File: src/rtl/alu_mc.sv
// Multi-cycle ALU: single-cycle logic/arith ops plus iterative multiply and
// unsigned divide/remainder, with N/Z/P condition codes and PSR restore.
//   state  | meaning
//   S_IDLE | accepting start; single-cycle results load directly
//   S_MUL  | shift-add multiply, one multiplier bit per edge
//   S_DIV  | restoring divide, one quotient bit per edge
module alu_mc #(
  parameter int WIDTH = 16,
  parameter int SHW   = $clog2(WIDTH)
) (
  input  logic             clk,
  input  logic             rst_n,
  input  logic [WIDTH-1:0] a,
  input  logic [WIDTH-1:0] b,
  input  logic [3:0]       op,
  input  logic             start,
  input  logic             flag_en,
  input  logic             psr_ld,
  input  logic [2:0]       psr_in,
  output logic [WIDTH-1:0] alu,
  output logic [WIDTH-1:0] alu_out,
  output logic             z,
  output logic             n,
  output logic             p,
  output logic             busy,
  output logic             done,
  output logic             dbz
);

  typedef enum logic [1:0] {S_IDLE, S_MUL, S_DIV} state_t;

  localparam logic [WIDTH-1:0] WIDTH_V = WIDTH'(WIDTH);
  localparam logic [SHW-1:0]   LAST    = SHW'(WIDTH - 1);

  state_t           state;
  logic [WIDTH-1:0] opa;
  logic [WIDTH-1:0] opb;
  logic [WIDTH-1:0] acc;
  logic [3:0]       op_q;
  logic             flag_q;
  logic [SHW-1:0]   cnt;

  logic                    sh_big;
  logic [SHW-1:0]          sh_amt;
  logic signed [WIDTH-1:0] sra_v;

  always_comb begin
    sh_big = (b >= WIDTH_V);
    sh_amt = b[SHW-1:0];
    sra_v  = $signed(a) >>> sh_amt;
    case (op)
      4'd0:    alu = a + b;
      4'd1:    alu = a & b;
      4'd2:    alu = a ^ b;
      4'd3:    alu = sh_big ? '0 : (a << sh_amt);
      4'd4:    alu = sh_big ? '0 : (a >> sh_amt);
      4'd5:    alu = sh_big ? {WIDTH{a[WIDTH-1]}} : sra_v;
      4'd6:    alu = a;
      4'd7:    alu = b;
      4'd8:    alu = a - b;
      4'd9:    alu = a | b;
      default: alu = b;
    endcase
  end

  // Iteration step. In DIV, opa carries the dividend out of its MSB while the
  // quotient bits shift in at the LSB; acc holds the partial remainder.
  logic [WIDTH-1:0] mul_sum;
  logic [WIDTH:0]   rem_sh;
  logic [WIDTH:0]   rem_diff;
  logic             div_ge;
  logic [WIDTH-1:0] rem_nx;
  logic [WIDTH-1:0] quo_nx;
  logic             last;
  logic             multi_op;

  always_comb begin
    mul_sum  = acc + (opb[0] ? opa : '0);
    rem_sh   = {acc, opa[WIDTH-1]};
    rem_diff = rem_sh - {1'b0, opb};
    div_ge   = ~rem_diff[WIDTH];
    rem_nx   = div_ge ? rem_diff[WIDTH-1:0] : rem_sh[WIDTH-1:0];
    quo_nx   = {opa[WIDTH-2:0], div_ge};
    last     = (cnt == LAST);
    multi_op = (op == 4'd10) || (op == 4'd11) || (op == 4'd12);
  end

  logic             ld_en;
  logic [WIDTH-1:0] ld_res;
  logic             ld_flag;
  logic             ld_dbz;

  always_comb begin
    ld_en   = 1'b0;
    ld_res  = alu;
    ld_flag = flag_en;
    ld_dbz  = 1'b0;
    case (state)
      S_IDLE: ld_en = start && !multi_op;
      S_MUL: begin
        ld_en   = last;
        ld_res  = mul_sum;
        ld_flag = flag_q;
      end
      S_DIV: begin
        ld_en   = last;
        ld_res  = (op_q == 4'd12) ? rem_nx : quo_nx;
        ld_flag = flag_q;
        ld_dbz  = (opb == '0);
      end
      default: ld_en = 1'b0;
    endcase
  end

  // All state moves on the falling edge, the datapath latch edge.
  always_ff @(negedge clk) begin
    if (!rst_n) begin
      state   <= S_IDLE;
      alu_out <= '0;
      z       <= 1'b1;
      n       <= 1'b0;
      p       <= 1'b0;
      busy    <= 1'b0;
      done    <= 1'b0;
      dbz     <= 1'b0;
      opa     <= '0;
      opb     <= '0;
      acc     <= '0;
      op_q    <= '0;
      flag_q  <= 1'b0;
      cnt     <= '0;
    end else begin
      done <= ld_en;
      dbz  <= ld_en && ld_dbz;
      if (ld_en) begin
        alu_out <= ld_res;
        if (ld_flag) begin
          z <= (ld_res == '0);
          n <= ld_res[WIDTH-1];
          p <= ~ld_res[WIDTH-1];
        end
      end
      // Memory restore wins over a same-edge flag update.
      if (psr_ld) begin
        n <= psr_in[2];
        z <= psr_in[1];
        p <= psr_in[0];
      end
      case (state)
        S_IDLE: begin
          if (start && multi_op) begin
            opa    <= a;
            opb    <= b;
            op_q   <= op;
            flag_q <= flag_en;
            acc    <= '0;
            cnt    <= '0;
            busy   <= 1'b1;
            state  <= (op == 4'd10) ? S_MUL : S_DIV;
          end
        end
        S_MUL: begin
          acc <= mul_sum;
          opa <= opa << 1;
          opb <= opb >> 1;
          cnt <= cnt + 1'b1;
          if (last) begin
            busy  <= 1'b0;
            state <= S_IDLE;
          end
        end
        S_DIV: begin
          acc <= rem_nx;
          opa <= quo_nx;
          cnt <= cnt + 1'b1;
          if (last) begin
            busy  <= 1'b0;
            state <= S_IDLE;
          end
        end
        default: begin
          busy  <= 1'b0;
          state <= S_IDLE;
        end
      endcase
    end
  end

endmodule

File: config.mk
export PLATFORM = sky130hd
export DESIGN_NAME = alu_mc
export DESIGN_NICKNAME = d
export VERILOG_FILES = /design/src/rtl/alu_mc.sv
export SDC_FILE = /design/constraint.sdc
export NUM_CORES = 1
export LEC_CHECK = 0
export ABC_AREA = 1
export CAP_MARGIN = 15
export CORE_AREA = 2 2 167 169
export DETAILED_ROUTE_END_ITERATION = 8
export DIE_AREA = 0 0 169 171
export PLACE_DENSITY = 0.67
export SLEW_MARGIN = 20
export SYNTH_ARGS = -nofsm -noshare
export SYNTH_HDL_FRONTEND = slang
export SYNTH_SLANG_ARGS = --single-unit
File: constraint.sdc
create_clock -name clk -period 5.96 [get_ports clk]
set_input_delay 1.192 -clock clk [delete_from_list [all_inputs] [get_ports clk]]
set_output_delay 1.192 -clock clk [all_outputs]
set_load 0.02 [all_outputs]
# After elaboration in Yosys (flattened, before gate mapping)
# Cells that the tools add are included.
# totals
mem_count,0
romBits,0
in_bits,44
latchBits,0
ram_bits,0
register_bits,81
elab_cells,102
out_inout_bits,38
# classes
shifts,3
magnitude_cmp,1
muxes,35
div,0
n_addsub,5
n_reduce_logical,22
eq_ne,17
mul,0
bitwise_logic,5
# op_table
operator,count
2-to-1 mux 16 bit,9
one-hot mux 16 bit (9 select lines),1
one-hot mux 16 bit (3 select lines),2
one-hot mux 16 bit (2 select lines),2
adder 16 bit,2
logical NOT 16 bit,2
"== test 4 bit, second input constant",7
subtractor 17 x 16 -> 17 bit,1
AND 16 bit,1
">= comparator 16 x 5 -> 1 bit, second input constant",1
bitwise OR 16 bit,1
<< shifter 16 x 4 -> 16 bit,1
>> shifter 16 x 4 -> 16 bit,1
>>> shifter 16 x 4 -> 16 bit,1
subtractor 16 bit,1
XOR 16 bit,1
2-to-1 mux 1 bit,13
"== test 4 x 3 -> 1 bit, second input constant",3
AND reduction 2 bit,6
"== test 4 x 2 -> 1 bit, second input constant",2
one-hot mux 4 bit (2 select lines),1
nonzero test 2 bit,4
2-to-1 mux 2 bit,3
"adder 4 x 1 -> 4 bit, second input constant",1
other kinds (16),21

# Logic depth before layout (Yosys ltp)
# Gate-level depths: netlist (run 1).
# depth
word_depth,8
mapped_depth,30

==> results of run 1 <==
==> metal layers <==
layer  track usage  part of all wire  vias to the layer above
met4         0.219             0.068                        0
met5             0                 0                        -
li1              -                 -                     7009
met1         0.379              0.40                     6443
met2         0.537              0.47                      582
met3        0.0495             0.061                      153
==> registers in the layout, summed over array words and instances (netlist names), 2 cells and up <==
name / flops
state: 2
acc: 16
opb: 16
op_q: 4
opa: 16
alu_out: 16
cnt: 4
==> worst max-delay path, cell delays in order <==
cell and delay [ns]:
buf_8 0.11, inv_6 0.05, ha_4 0.13, inv_4 0.03, nor3_4 0.19, nand2_2 0.11, buf_4 0.14, buf_4 0.12
nand2_2 0.05, xor2_1 0.14, inv_1 0.09, ha_4 0.31, nand2_4 0.07, buf_4 0.15, nor2_4 0.15, nand3_2 0.13
nand3_2 0.09, nand2_2 0.05, nand3_2 0.08, nand3_2 0.08, nand2_2 0.10, nand2_2 0.05, nand2_2 0.10, nand2_1 0.07
nor3_2 0.15, nand3_1 0.09, nand2_1 0.06
==> synthesized netlist by cell type, types with 2 or more instances <==
cell       number
buf_6           4
or2_2           5
nand3b_1       11
o21bai_1        4
o21a_1          3
nand2_4         5
nand2_1       691
nor2_8          3
o21ai_0        83
inv_2           9
ha_1           86
xor2_1         21
nand4_1        20
o221ai_1        2
nor4_1          3
xnor2_1         4
nor3_1         13
nor2_4          5
nor2_2          5
fa_1            3
o2111ai_1       3
a21o_1          2
buf_4           7
nand3_1       195
nor2_1        153
clkbuf_1       32
buf_2          26
a31oi_1        38
o22ai_1         3
inv_4           2
dfxtp_1        81
o211ai_1        4
buf_1           2
nand2_2        15
a21boi_0        2
and2_1          8
o21ai_2         2
inv_1         229
a21oi_4         2
o21ai_1        10
a21oi_1       111
clkinv_1        2
==> layout make-up <==
type	count	area, um^2
sequential	81	1620
timing repair buffer	389	3330
inverter	241	927
clock inverter	88	393
fill	2743	11800
tap	346	433
clock buffer	9	225
multi-input combinational	1528	8640
==> cells in the final DEF (no fill, tap or decap), types with 5 or more instances in the layout <==
master,instances
xor2_1,19
nand2_1,619
nand4_1,20
buf_12,9
a21oi_1,93
inv_4,5
nand3_2,31
nand3_1,163
dlymetal6s2s_1,7
a31oi_1,38
ha_1,79
dlygate4sd2_1,14
nor2_4,13
inv_1,294
nand2_4,17
ha_4,6
o21ai_0,71
nand2_2,74
a21oi_2,16
a21oi_4,5
nand3b_1,11
buf_4,274
buf_6,29
o21ai_1,12
nor2_2,22
nor3_1,9
clkbuf_16,9
clkdlybuf4s50_1,49
o21ai_2,9
inv_2,21
nor2_1,128
and2_1,9
dfxtp_1,81
==> power groups by stage <==
stage	Clock (mW)	Sequential, mW	Combinational (mW)
after global placement	0.0834	0.647	1.36
after CTS	0.841	0.641	1.47
after global routing	0.904	0.648	1.67
final	0.824	0.644	1.55
after floorplan	0.0834	0.657	0.743
after detailed placement	0.0834	0.648	1.36
==> logic make-up after synthesis <==
kind of cell | synth area share
fa+ha+maj | 0.106
compound gates | 0.144
simple gates | 0.458
xor+xnor | 0.0205
buf+inv | 0.119
flops | 0.152
==> what timing repair did <==
item / CTS / global route
setup endpoints to repair: 41 / 21
resized for setup: 206 / 101
setup buffers: 31 / 13
pin swaps: 88 / 85
==> path summary, 6_finish.rpt <==
kind	endpoint	slack, ns
worst min register to register	cnt[1]	0.48
worst min-delay path	cnt[1]	0.48
worst max register to register	z	2.27
worst max-delay path	z	-0.76
==> metrics, run 1 <==
crit path DAT=just over 4 ns; Syn Inst Count=a little under 2,000; setup slack after layout=-0.764 ns; Clk Latency, worst-skew pair=~0.42 ns; Hold Path Stages=2; Flop pwr share=0.214; Max Fanout on Critical Path=4; worst r2r src=opb[0]; first-pass GRT wire length=just over 70 mm; Mean Syn Cell Area=approximately 5.6 um^2; Synth Register Bits=slightly above 80; Die Ht=roughly 170 um; GR Overflow Total=0; Pleak=8.17 nW; area grow syn2layout=45.9%; Top FF cell, synth=dfxtp_1; post-route insts no fill=2,682; Post-Place Cells=around 2,600; Clk pwr share=0.273; largest net degree at the start of global routing=34; share of cells above drive strength 1=0.250; largest area contributor in the netlist=nand2_1; switching share of power=0.455; max-slew violation count=0; vias per cell=5.29; htree depth=3; Seq/Total Area, Yosys=0.152; First DRT Iteration DRCs=approximately 1,300; number of I/O port buffers=81; initial antenna violation count=0; WL final=between 40 and 50 mm; post-route cell area=15,600 um^2; number of flops mapped to enable cells by yosys=0; Placed Area=between 10,000 and 15,000 um^2; Initial Utilization=0.390; Crit. Startpoint=b[0]; final setup TNS=-9.04 ns; Placeable Area=around 27,000 um^2; Final Skew=between 0.02 and 0.025 ns; Rel. slew slack=0.320; WHS=0.479 ns; Syn. warnings=0; DRC viols=0; antenna cells=0; Psw=roughly 1.4 mW; Routed WL per cell=roughly 18 um; ys async rst share=0; unrepaired setup endpoints after global routing=true; Final Power=around 3 mW; Req. time, crit path=approximately 3.3 ns; number of global-route vias before repair=between 10,000 and 15,000; vias=approximately 14,000; P_int=1.64 mW; HP Class=reg2reg; synthesized area=10,700 um^2; PD cells=slightly below 200 nW/um^2; Combinational Power Share=0.513; Cell Rows=between 60 and 70; all-layer global routing usage=0.321; top-area cell type share of the netlist area=0.243; class of the most critical setup path=in2reg; final core occ=0.570; post-placement worst setup slack=-1.72 ns; R2R depth=22; gpl congestion=about 1.0; Worst Tran Pin Value=between 1 and 1.5 ns; maximum VDD drop=around 0.14 mV; main area contributors after synthesis=nand2_1 (24%), dfxtp_1 (15%), ha_1 (10%); Syn Nets=between 2,000 and 2,500; DR pass1 iterations=6; status=finished, violations left; Crit. End Element=flip-flop; clock buffer depth=2; Unique masters post-synth=55; Fin. Hold Viols=0; clock transition at the registers of the reported paths=approximately 0.03 ns; Critical Path Start Type=input pin; I/O pins=82; # hold bufs at CTS=0; total CTS buffers=9; worst hold start=cnt[1]; total die area=roughly 29,000 um^2; ANT nets after route=0; Root Buffer Master=clkbuf_16; nets=2,464; HPWL after DPL=between 30 and 40 mm; final setup fails=17; number of clock sinks=between 80 and 90; failing checks=negative setup slack; Chip Width=approximately 170 um; Max Cap Viol=0; CTS tree=yes
Note: power is estimated with default switching activity, not from simulation.
==> run 2: changes to the inputs <==
==> constraint.sdc (replaced) <==
create_clock -name clk -period 5.96 [get_ports clk]
set_input_delay 1.788 -clock clk [delete_from_list [all_inputs] [get_ports clk]]
set_output_delay 1.788 -clock clk [all_outputs]
set_load 0.02 [all_outputs]
==> run 2 against run 1 <==
The run still ends with negative setup slack left. First-iteration DRC count increased by 5.8%. Combinational power increased by 15%. Worst hold slack got worse by 0.0088 ns. Sequential power increased by 1%. Die area unchanged. Register-to-register slack improved by 0.08 ns. Largest cell class unchanged. Highest routed layer unchanged.
==> metrics, run 2 (synthesis gave the netlist of run 1 again) <==
antenna cells=0; slowest CP cell=ha_1; largest net degree at the start of global routing=35; worst r2r src=opb[0]; Placeable Area=roughly 27,000 um^2; crit-path leading delay family=simple AND/OR/NAND/NOR gates; Initial Utilization=0.390; Pleak=around 9 nW; nets=2,500; initial antenna violation count=0; WL final=52.8 mm; Fin. Hold Viols=0; Rel. slew slack=0.325; # hold bufs at CTS=0; HPWL after DPL=just under 40 mm; share of cells above drive strength 1=0.314; crit path DAT=4.78 ns; final setup TNS=-39.58 ns; Placed Area=about 14,000 um^2; vias per cell=roughly 5.5; final setup fails=~80; Crit. End Element=flip-flop; Reg2Reg Setup Slack=2.35 ns; failing checks=negative setup slack; commonest cells after routing, fill and taps aside=nand2_1 (577), inv_1 (276), buf_4 (257); Worst Tran Pin Value=a little over 1 ns; Die Ht=171 um; first-pass GRT wire length=roughly 75 mm; htree depth=3; number of global-route vias before repair=about 14,000; CTS tree=yes; slowest cell delay on critical path=around 0.31 ns; Max Fanout on Critical Path=3; commonest non-fill, non-tap cell in the layout=nand2_1; clock transition at the registers of the reported paths=about 0.03 ns; Critical Path Start Type=input pin; reg-to-reg critical path endpoint=z; Root Buffer Master=clkbuf_16; CP Capture Point=z; post-placement worst setup slack=-2.20 ns; number of clock sinks=81; Cell Rows=about 60; class of the most critical setup path=in2reg; status=finished, violations left; Chip Width=~170 um; HP Class=reg2reg; I/O pins=82; First DRT Iteration DRCs=around 1,400; GR Overflow Total=0; max-slew violation count=0; final core occ=0.617; Crit. Startpoint=b[1]; Clk Latency, worst-skew pair=between 0.4 and 0.5 ns; Worst Path Buf+Inv=7; vias=~15,000; DR pass1 iterations=6; ANT nets after route=0; total die area=just under 30,000 um^2; PD cells=approximately 190 nW/um^2; number of I/O port buffers=just over 80; total CTS buffers=9; maximum VDD drop=0.138 mV; setup slack after layout=-1.45 ns; post-route cell area=between 15,000 and 20,000 um^2; unrepaired setup endpoints after global routing=true; Req. time, crit path=3.33 ns; R2R depth=20; gpl congestion=a little under 1; worst hold start=busy; clock buffer depth=2; Max Cap Viol=0; Worst path depth=27; all-layer global routing usage=0.338; Final Skew=0.0610 ns; area grow syn2layout=58.1%; Routed WL per cell=slightly below 20 um; DRC viols=0; Fillers=approximately 2,600
==> run 2: cell count changes in the layout (fill, tap and decap cells not counted), sizes merged, moves of 3 or more <==
cell | previous run | this run
dlymetal6s2s | 7 | 10
clkdlybuf4s50 | 49 | 15
dlygate4sd2 | 14 | 31
clkinv | 2 | 5
buf | 317 | 355
clkbuf | 10 | 21
==> run 2: how the worst min path moves through the flow <==
stage | slack (ns) | to | depth (start not counted)
finish | 0.47 | busy | 2
CTS | 0.48 | busy | 2
global route | 0.50 | opb[4] | 2
global placement | 0.48 | cnt[1] | 2
floorplan | 0.45 | op_q[2] | 2
detailed placement | 0.48 | busy | 2
==> run 2: worst reg2reg max path, stage by stage, from the launching register on <==
cell and delay (ns):
dfxtp_1 0.90, ha_1 0.28, inv_1 0.10, fa_1 0.45, nand2_1 0.11, nand2_1 0.05
nand3b_1 0.12, nand2_4 0.08, nand2_4 0.08, nand2_2 0.08, nand2_4 0.12, nand2_4 0.16
nand2_1 0.14, nand3_1 0.08, nand2_1 0.08, nand2_1 0.14, nand2_2 0.14, nand4_1 0.12
nor2_1 0.18, nand3_1 0.10, nand2_1 0.06
==> run 2: cell type report <==
cell class	count	area, um^2	share of cell area
multi-input cells	1529	9330	0.553
repair buffers	424	3940	0.233
flip-flops and latches	81	1620	0.0961
inverters	241	940	0.0557
well taps	346	433	0.0257
clock inverters	88	378	0.0224
clock buffers	9	225	0.0134
==> run 2: per-layer routing <==
metal  global-route usage  routed length (um)  up-vias
li1                     -                   -     7075
met1                0.385               19900     6942
met2                0.588               25400      687
met3               0.0497                3530      238
met4                0.226                3950        0
met5                    0                   0        -
==> run 2: repair_timing <==
action	4_1_cts	5_1_grt
endpoints found under the setup margin	119	87
buffers inserted	45	39
gates cloned	2	9
pin swaps	75	136
resized for setup	311	307
==> run 2: report_power, final <==
part	switching, mW	internal (mW)	total, mW	leakage, nW
registers	0.0572	0.595	0.652	0.661
logic	1.02	0.767	1.79	7.64
clock network	0.447	0.371	0.817	0.581
==> run 2: stage by stage <==
stage | std cells | total power, mW | hold slack, ns
6_report | 2718 | 3.26 | 0.471
5_1_grt | 2718 | 3.45 | 0.504
4_1_cts | 2680 | 2.95 | 0.481
3_5_place_dp | 2545 | 2.10 | 0.478
3_3_place_gp | 2545 | 2.09 | 0.475
2_1_floorplan | 1922 | 1.50 | 0.445
